[config.mk]
export PLATFORM = sky130hd
export DESIGN_NAME = vram_port_arbiter
export DESIGN_NICKNAME = d
export VERILOG_FILES = /design/src/rtl/vram_port_arbiter_pkg.sv /design/src/rtl/vram_write_fifo.sv /design/src/rtl/vram_port_arbiter.sv
export SDC_FILE = /design/constraint.sdc
export NUM_CORES = 1
export LEC_CHECK = 0
export CORE_MARGIN = 10
export CORE_UTILIZATION = 30
export DETAILED_ROUTE_END_ITERATION = 16
export PLACE_DENSITY = 0.52
export SETUP_SLACK_MARGIN = 0.3
export SYNTH_ARGS = -nofsm -noshare
export SYNTH_HDL_FRONTEND = slang
export SYNTH_SLANG_ARGS = --single-unit
export TNS_END_PERCENT = 5
[constraint.sdc]
create_clock -name sysclk -period 2.99 [get_ports sysclk]
set_clock_uncertainty 0.15 [all_clocks]
set_input_delay 0.897 -clock sysclk [delete_from_list [all_inputs] [get_ports sysclk]]
set_output_delay 0.897 -clock sysclk [all_outputs]
set_load 0.02 [all_outputs]
[src/rtl/vram_port_arbiter_pkg.sv]
// Shared constants for the VRAM port arbiter: MCU command codes and the
// per-cycle memory grant encoding.
package vram_port_arbiter_pkg;

    localparam logic [7:0] CMD_SET_ADDRESS = 8'h02;

    typedef enum logic [1:0] {
        GRANT_IDLE  = 2'd0,
        GRANT_READ  = 2'd1,
        GRANT_WRITE = 2'd2
    } grant_e;

endpackage

[src/rtl/vram_write_fifo.sv]
// Synchronous write FIFO holding {address, data} entries for the MCU write path.
// Pointers carry one extra wrap bit so full and empty are distinguishable.
module vram_write_fifo #(
    parameter int WIDTH = 27,
    parameter int DEPTH = 4,
    localparam int PW   = $clog2(DEPTH)
) (
    input  logic             sysclk,
    input  logic             rst_n,
    input  logic             push,
    input  logic [WIDTH-1:0] push_data,
    input  logic             pop,
    output logic [WIDTH-1:0] head,
    output logic             full,
    output logic             empty,
    output logic [PW:0]      level
);

    localparam logic [PW:0] DEPTH_CNT = (PW+1)'(DEPTH);

    logic [WIDTH-1:0] storage [DEPTH];
    logic [PW:0]      wr_idx;
    logic [PW:0]      rd_idx;
    logic             push_ok;
    logic             pop_ok;

    assign level   = wr_idx - rd_idx;
    assign full    = (level == DEPTH_CNT);
    assign empty   = (level == '0);
    assign push_ok = push && !full;
    assign pop_ok  = pop && !empty;
    assign head    = storage[rd_idx[PW-1:0]];

    // NOTE: the storage array has no reset; the pointers alone define validity,
    // and leaving it unreset lets it map onto plain RAM cells.
    always_ff @(posedge sysclk) begin
        if (push_ok) storage[wr_idx[PW-1:0]] <= push_data;
    end

    // NOTE: sequential state uses non-blocking assignments only, so every
    // register samples pre-edge values regardless of block evaluation order.
    always_ff @(posedge sysclk or negedge rst_n) begin
        if (!rst_n) begin
            wr_idx <= '0;
            rd_idx <= '0;
        end else begin
            if (push_ok) wr_idx <= wr_idx + 1'b1;
            if (pop_ok)  rd_idx <= rd_idx + 1'b1;
        end
    end

endmodule

[src/rtl/vram_port_arbiter.sv]
// Single-port VRAM arbiter: display scan-out reads always win, buffered MCU
// writes drain in FIFO order whenever the display is not reading.
module vram_port_arbiter
    import vram_port_arbiter_pkg::*;
#(
    parameter int ADDR_WIDTH = 19,
    parameter int FIFO_DEPTH = 4,
    localparam int LW        = $clog2(FIFO_DEPTH) + 1
) (
    input  logic                  sysclk,
    input  logic                  rst_n,
    input  logic                  cmdclk,
    input  logic [7:0]            cmd_code,
    input  logic [31:0]           cmd_address,
    input  logic                  dataclk,
    input  logic [7:0]            data_in,
    input  logic                  disp_req,
    input  logic [ADDR_WIDTH-1:0] disp_addr,
    output logic                  disp_valid,
    output logic [7:0]            disp_data,
    output logic                  mem_ce,
    output logic                  mem_we,
    output logic [ADDR_WIDTH-1:0] mem_addr,
    output logic [7:0]            mem_wdata,
    input  logic [7:0]            mem_rdata,
    output logic [LW-1:0]         fifo_level,
    output logic                  overflow
);

    localparam int EW = ADDR_WIDTH + 8;

    logic [ADDR_WIDTH-1:0] wptr;
    logic [ADDR_WIDTH-1:0] base_ptr;
    logic                  set_addr;
    logic                  fifo_push;
    logic                  fifo_pop;
    logic                  fifo_full;
    logic                  fifo_empty;
    logic [EW-1:0]         fifo_head;
    logic [1:0]            rd_pipe;
    grant_e                state_q;
    grant_e                state_d;
    logic                  unused_cmd_bits;

    assign unused_cmd_bits = ^cmd_address;

    // A SET_ADDRESS in the same cycle as a data strobe redirects that byte.
    assign set_addr  = cmdclk && (cmd_code == CMD_SET_ADDRESS);
    assign base_ptr  = set_addr ? cmd_address[ADDR_WIDTH-1:0] : wptr;
    assign fifo_push = dataclk && !fifo_full;
    assign fifo_pop  = !disp_req && !fifo_empty;

    vram_write_fifo #(
        .WIDTH (EW),
        .DEPTH (FIFO_DEPTH)
    ) u_fifo (
        .sysclk    (sysclk),
        .rst_n     (rst_n),
        .push      (fifo_push),
        .push_data ({base_ptr, data_in}),
        .pop       (fifo_pop),
        .head      (fifo_head),
        .full      (fifo_full),
        .empty     (fifo_empty),
        .level     (fifo_level)
    );

    always_ff @(posedge sysclk or negedge rst_n) begin
        if (!rst_n) begin
            wptr     <= '0;
            overflow <= 1'b0;
        end else begin
            wptr <= dataclk ? base_ptr + ADDR_WIDTH'(1) : base_ptr;
            // The drop check comes last so a drop after a same-cycle clear still sticks.
            if (set_addr)               overflow <= 1'b0;
            if (dataclk && fifo_full)   overflow <= 1'b1;
        end
    end

    // NOTE: every signal written here gets a default first, so no latch is inferred.
    always_comb begin
        state_d = GRANT_IDLE;
        if (disp_req)         state_d = GRANT_READ;
        else if (!fifo_empty) state_d = GRANT_WRITE;
    end

    always_ff @(posedge sysclk or negedge rst_n) begin
        if (!rst_n) state_q <= GRANT_IDLE;
        else        state_q <= state_d;
    end

    assign mem_ce = (state_q != GRANT_IDLE);
    assign mem_we = (state_q == GRANT_WRITE);

    always_ff @(posedge sysclk or negedge rst_n) begin
        if (!rst_n) begin
            mem_addr  <= '0;
            mem_wdata <= '0;
        end else begin
            case (state_d)
                GRANT_READ: mem_addr <= disp_addr;
                GRANT_WRITE: begin
                    mem_addr  <= fifo_head[EW-1:8];
                    mem_wdata <= fifo_head[7:0];
                end
                default: ;
            endcase
        end
    end

    // rd_pipe[0]: read on the VRAM port this cycle; rd_pipe[1]: its data on mem_rdata.
    always_ff @(posedge sysclk or negedge rst_n) begin
        if (!rst_n) begin
            rd_pipe    <= '0;
            disp_valid <= 1'b0;
            disp_data  <= '0;
        end else begin
            rd_pipe    <= {rd_pipe[0], disp_req};
            disp_valid <= rd_pipe[1];
            if (rd_pipe[1]) disp_data <= mem_rdata;
        end
    end

endmodule

==> impl_metrics.prom <==
# TYPE chip_impl_metric gauge
chip_impl_metric{name="max_clock_freq",unit="MHz"} 360
chip_impl_metric{name="final_area",unit="um^2"} 9520
chip_impl_metric{name="synth_area_per_cell",unit="um^2"} 16.7
chip_impl_metric{name="synth_mux_area_frac",unit=""} 0.179
chip_impl_metric{name="timing.final.hold_violations",unit=""} 0
chip_impl_metric{name="groute.usage.overall",unit=""} 0.109
chip_impl_metric{name="timing.critical_path.fanout_max",unit=""} 2
chip_impl_info{name="routed.top_layer",value="met4"} 1
chip_impl_metric{name="power.share.clock",unit=""} 0.227
chip_impl_metric{name="ys.warnings.count",unit=""} 0
chip_impl_metric{name="cts-htree-levels",unit=""} 4
chip_impl_info{name="synth_ff_type",value="edfxtp_1"} 1
chip_impl_metric{name="syn2layout_area_growth",unit="%"} 30.9
chip_impl_info{name="most_area_hungry_cell_type_in_the_yosys_netlist",value="edfxtp_1"} 1
chip_impl_metric{name="syn_inst",unit=""} 435
chip_impl_metric{name="die_h",unit="um"} 176
chip_impl_metric{name="initial_core_util",unit=""} 0.307
chip_impl_metric{name="numCtsBuffers",unit=""} 17
chip_impl_info{name="outcome",value="finished, final reports clean"} 1
chip_impl_info{name="synth.top_cells.by_area",value="edfxtp_1 (45%), dfrtp_1 (22%), mux4_2 (8.4%), mux2_2 (5.4%), mux2i_1 (3.2%)"} 1
chip_impl_metric{name="share_seq_of_total_power",unit=""} 0.388
chip_impl_metric{name="drt_wl_total",unit="um"} 16300
chip_impl_info{name="yosys-top-cells-count",value="edfxtp_1 (108), dfrtp_1 (65), nand2_1 (37), mux2_2 (35), mux4_2 (27)"} 1
chip_impl_metric{name="synth-seq-area-share",unit=""} 0.669
chip_impl_metric{name="sw_frac_of_total",unit=""} 0.319
chip_impl_metric{name="layout_utilization",unit=""} 0.402
chip_impl_info{name="synth_top_family_by_area",value="multiplexers"} 1
chip_impl_metric{name="required",unit="ns"} 1.94
chip_impl_metric{name="route.vias.total",unit=""} 4133
chip_impl_metric{name="synth_xor_area_frac",unit=""} 0.0346
chip_impl_metric{name="met3WireLength",unit="um"} 1000
chip_impl_metric{name="slew_headroom",unit=""} 0.442
chip_impl_metric{name="synthArstFlopShare",unit=""} 0.376
chip_impl_metric{name="post_synth_and_or_nand_nor_area_fraction",unit=""} 0.0607
chip_impl_metric{name="min_clock_period_post_route",unit="ns"} 2.78
chip_impl_info{name="path_class",value="flop to primary output"} 1
chip_impl_metric{name="finalWeightedCongestion",unit=""} 0.755
chip_impl_metric{name="wl_met1",unit="um"} 7620
chip_impl_metric{name="wirelength_per_cell",unit="um"} 18.1
chip_impl_metric{name="mappedNetlistArea",unit="um^2"} 7270
chip_impl_metric{name="drv_slew",unit=""} 0
chip_impl_metric{name="grt_max_degree",unit=""} 40
chip_impl_info{name="tritoncts_clock_tree",value="done"} 1
chip_impl_metric{name="post-synth-top-area-fraction",unit=""} 0.446
chip_impl_metric{name="synth_compound_gate_area_share",unit=""} 0.0215
chip_impl_metric{name="place_worst_setup_slack",unit="ns"} -0.530
chip_impl_metric{name="synth_edf_count",unit=""} 108
chip_impl_info{name="rsz0062_at_grt",value="true"} 1
chip_impl_metric{name="report.final.setup_viol",unit=""} 0
chip_impl_metric{name="max_cap_violations",unit=""} 0
chip_impl_metric{name="post-route-period-util",unit=""} 0.928
chip_impl_metric{name="worstSkewPairLatency",unit="ns"} 0.43
chip_impl_metric{name="fp.coreArea",unit="um^2"} 23700
chip_impl_metric{name="via_count_of_the_first_global_routing_pass",unit=""} 4474
chip_impl_metric{name="worst_setup_hold_path_clk_slew",unit="ns"} 0.06
chip_impl_metric{name="vdd_ir_drop_max",unit="uV"} 589
chip_impl_metric{name="fin_hold_ws",unit="ns"} 0.243
chip_impl_metric{name="cts_sinks",unit=""} 173
chip_impl_metric{name="worst_ep_arrival_time",unit="ns"} 1.73
chip_impl_metric{name="detail_route.vias_per_cell",unit=""} 4.59
chip_impl_info{name="hold_path.class",value="flop to flop"} 1
chip_impl_metric{name="post_route_cells_drive_above_1_share",unit=""} 0.243
chip_impl_info{name="critPathCaptureType",value="primary output"} 1
chip_impl_metric{name="numPortBuffers",unit=""} 108
chip_impl_metric{name="post-route-worst-setup-slack",unit="ns"} 0.214
chip_impl_metric{name="die_width",unit="um"} 176
chip_impl_metric{name="power_density",unit="nW/um^2"} 983
chip_impl_metric{name="antenna_left",unit=""} 0
chip_impl_metric{name="synthesis.nets",unit=""} 523
chip_impl_metric{name="synth_adder_area_share",unit=""} 0.0148
chip_impl_metric{name="placed_area",unit="um^2"} 8910
chip_impl_metric{name="yosys.cell_types.count",unit=""} 38
chip_impl_metric{name="timing_worst_slew_pin_value",unit="ns"} 0.837
chip_impl_metric{name="detail_route.drc_violations",unit=""} 0
chip_impl_metric{name="wl_met2",unit="um"} 7520
chip_impl_metric{name="internal_power",unit="mW"} 6.38
chip_impl_metric{name="io_pins",unit=""} 122
chip_impl_metric{name="grt_first_pass_wirelength",unit="um"} 26000
chip_impl_metric{name="antenna_found_initial",unit=""} 0
chip_impl_info{name="kind_of_start_point_of_the_critical_path",value="flop"} 1
chip_impl_metric{name="final_net_count",unit=""} 657
chip_impl_metric{name="globalRouteOverflowTotal",unit=""} 0
chip_impl_metric{name="reg2reg_setup_slack",unit="ns"} 0.35
chip_impl_info{name="clock-root-buffer",value="clkbuf_16"} 1
chip_impl_metric{name="relative_contribution_of_combinational_cells_to_total_power",unit=""} 0.385
chip_impl_metric{name="dr.pass1.iters",unit=""} 7
chip_impl_metric{name="power_leakage",unit="nW"} 3.54
chip_impl_metric{name="dieArea",unit="um^2"} 30900
chip_impl_metric{name="std_cell_rows",unit=""} 56
chip_impl_metric{name="clock_tree.buffer_depth",unit=""} 2
chip_impl_metric{name="netSwitchingPower",unit="mW"} 2.98
chip_impl_info{name="yosys.cell_count.top_type",value="edfxtp_1"} 1
chip_impl_metric{name="synth-seq-cells",unit=""} 173
chip_impl_metric{name="n_antenna_cell",unit=""} 0
chip_impl_metric{name="hpwl",unit="um"} 11600
chip_impl_metric{name="drt_first_iter_violations",unit=""} 246
==> layer usage <==
metal  vias to the layer above  global-route usage
met2                       118               0.169
li1                       1908                   -
met1                      2092               0.140
met5                         -                   0
met3                        15              0.0397
met4                         0              0.0325
==> registers in the layout, summed over array words and instances (netlist names) <==
| name | count |
|---|---|
| u_fifo.storage | 108 |
| overflow | 1 |
| u_fifo.rd_idx | 3 |
| state_q | 1 |
| disp_data | 8 |
| disp_valid | 1 |
| wptr | 19 |
| rd_pipe | 2 |
| u_fifo.wr_idx | 3 |
| mem_wdata | 8 |
| mem_addr | 19 |
==> power groups by stage <==
| stage | Combinational (mW) | Sequential [mW] | Clock (mW) |
|---|---|---|---|
| floorplan | 1.94 | 3.87 | 0 |
| global placement | 3.58 | 3.64 | 0 |
| detailed placement | 3.63 | 3.69 | 0 |
| CTS | 3.67 | 3.64 | 2.18 |
| global route | 3.91 | 3.71 | 2.28 |
| finish | 3.60 | 3.64 | 2.12 |
==> worst max-delay path, stage by stage, from the launching register on <==
cell and delay [ns]:
dfrtp_2 0.42, ha_4 0.17, fa_2 0.33, xor3_1 0.25, buf_6 0.14
==> area by class of cell <==
cell class,count,area (um^2)
clock buffer,22,487
tap,319,399
multi-input combinational,235,2320
clock inverter,9,87.6
fill,2223,14200
timing repair buffer,134,1330
inverter,8,30.0
sequential,173,4870
==> through the flow <==
step | TNS (ns) | instances | total power, mW
floorplan | -0.599 | 435 | 5.81
global placement | -5.20 | 868 | 7.22
detailed placement | -10.78 | 868 | 7.32
CTS | 0 | 899 | 9.48
global route | 0 | 900 | 9.90
finish | 0 | 900 | 9.36
==> placed cells by master (no fill, tap or decap), drive strengths merged, types with 8 or more instances in the layout <==
| master | n |
|---|---|
| edfxtp | 108 |
| clkdlybuf4s50 | 95 |
| dfrtp | 65 |
| nand2 | 37 |
| mux2 | 35 |
| buf | 32 |
| mux4 | 27 |
| o21ai | 26 |
| mux2i | 26 |
| clkbuf | 22 |
| xnor2 | 17 |
| nand3 | 10 |
| xor2 | 9 |
| nand4 | 9 |
| inv | 8 |
==> worst paths after layout <==
path / start / to / depth (start not counted)
max in group asynchronous: rst_n / wptr[16] / 2
setup reg to reg: u_fifo.rd_idx[0] / u_fifo.storage[1][3] / 8
setup / recovery: u_fifo.rd_idx[0] / fifo_level[2] / 4
hold reg to reg: rd_pipe[0] / rd_pipe[1] / 0
hold / removal: rd_pipe[0] / rd_pipe[1] / 0
min in group asynchronous: rst_n / disp_data[7] / 1
==> cell families after synthesis <==
group / after synthesis
AOI/OAI and AO/OA: 29
xor gates and xnor gates: 27
adders and majority gates: 8
buffers and inverters: 27
DFF: 173
muxes: 88
and+or+nand+nor: 83
==> what timing repair did <==
item	CTS	global route
setup buffers	0	1
resized for setup	42	2
setup endpoints to repair	133	118
cloned	0	0
hold buffers	0	0
pin swaps	9	0
Note: power is estimated with default switching activity, not from simulation.
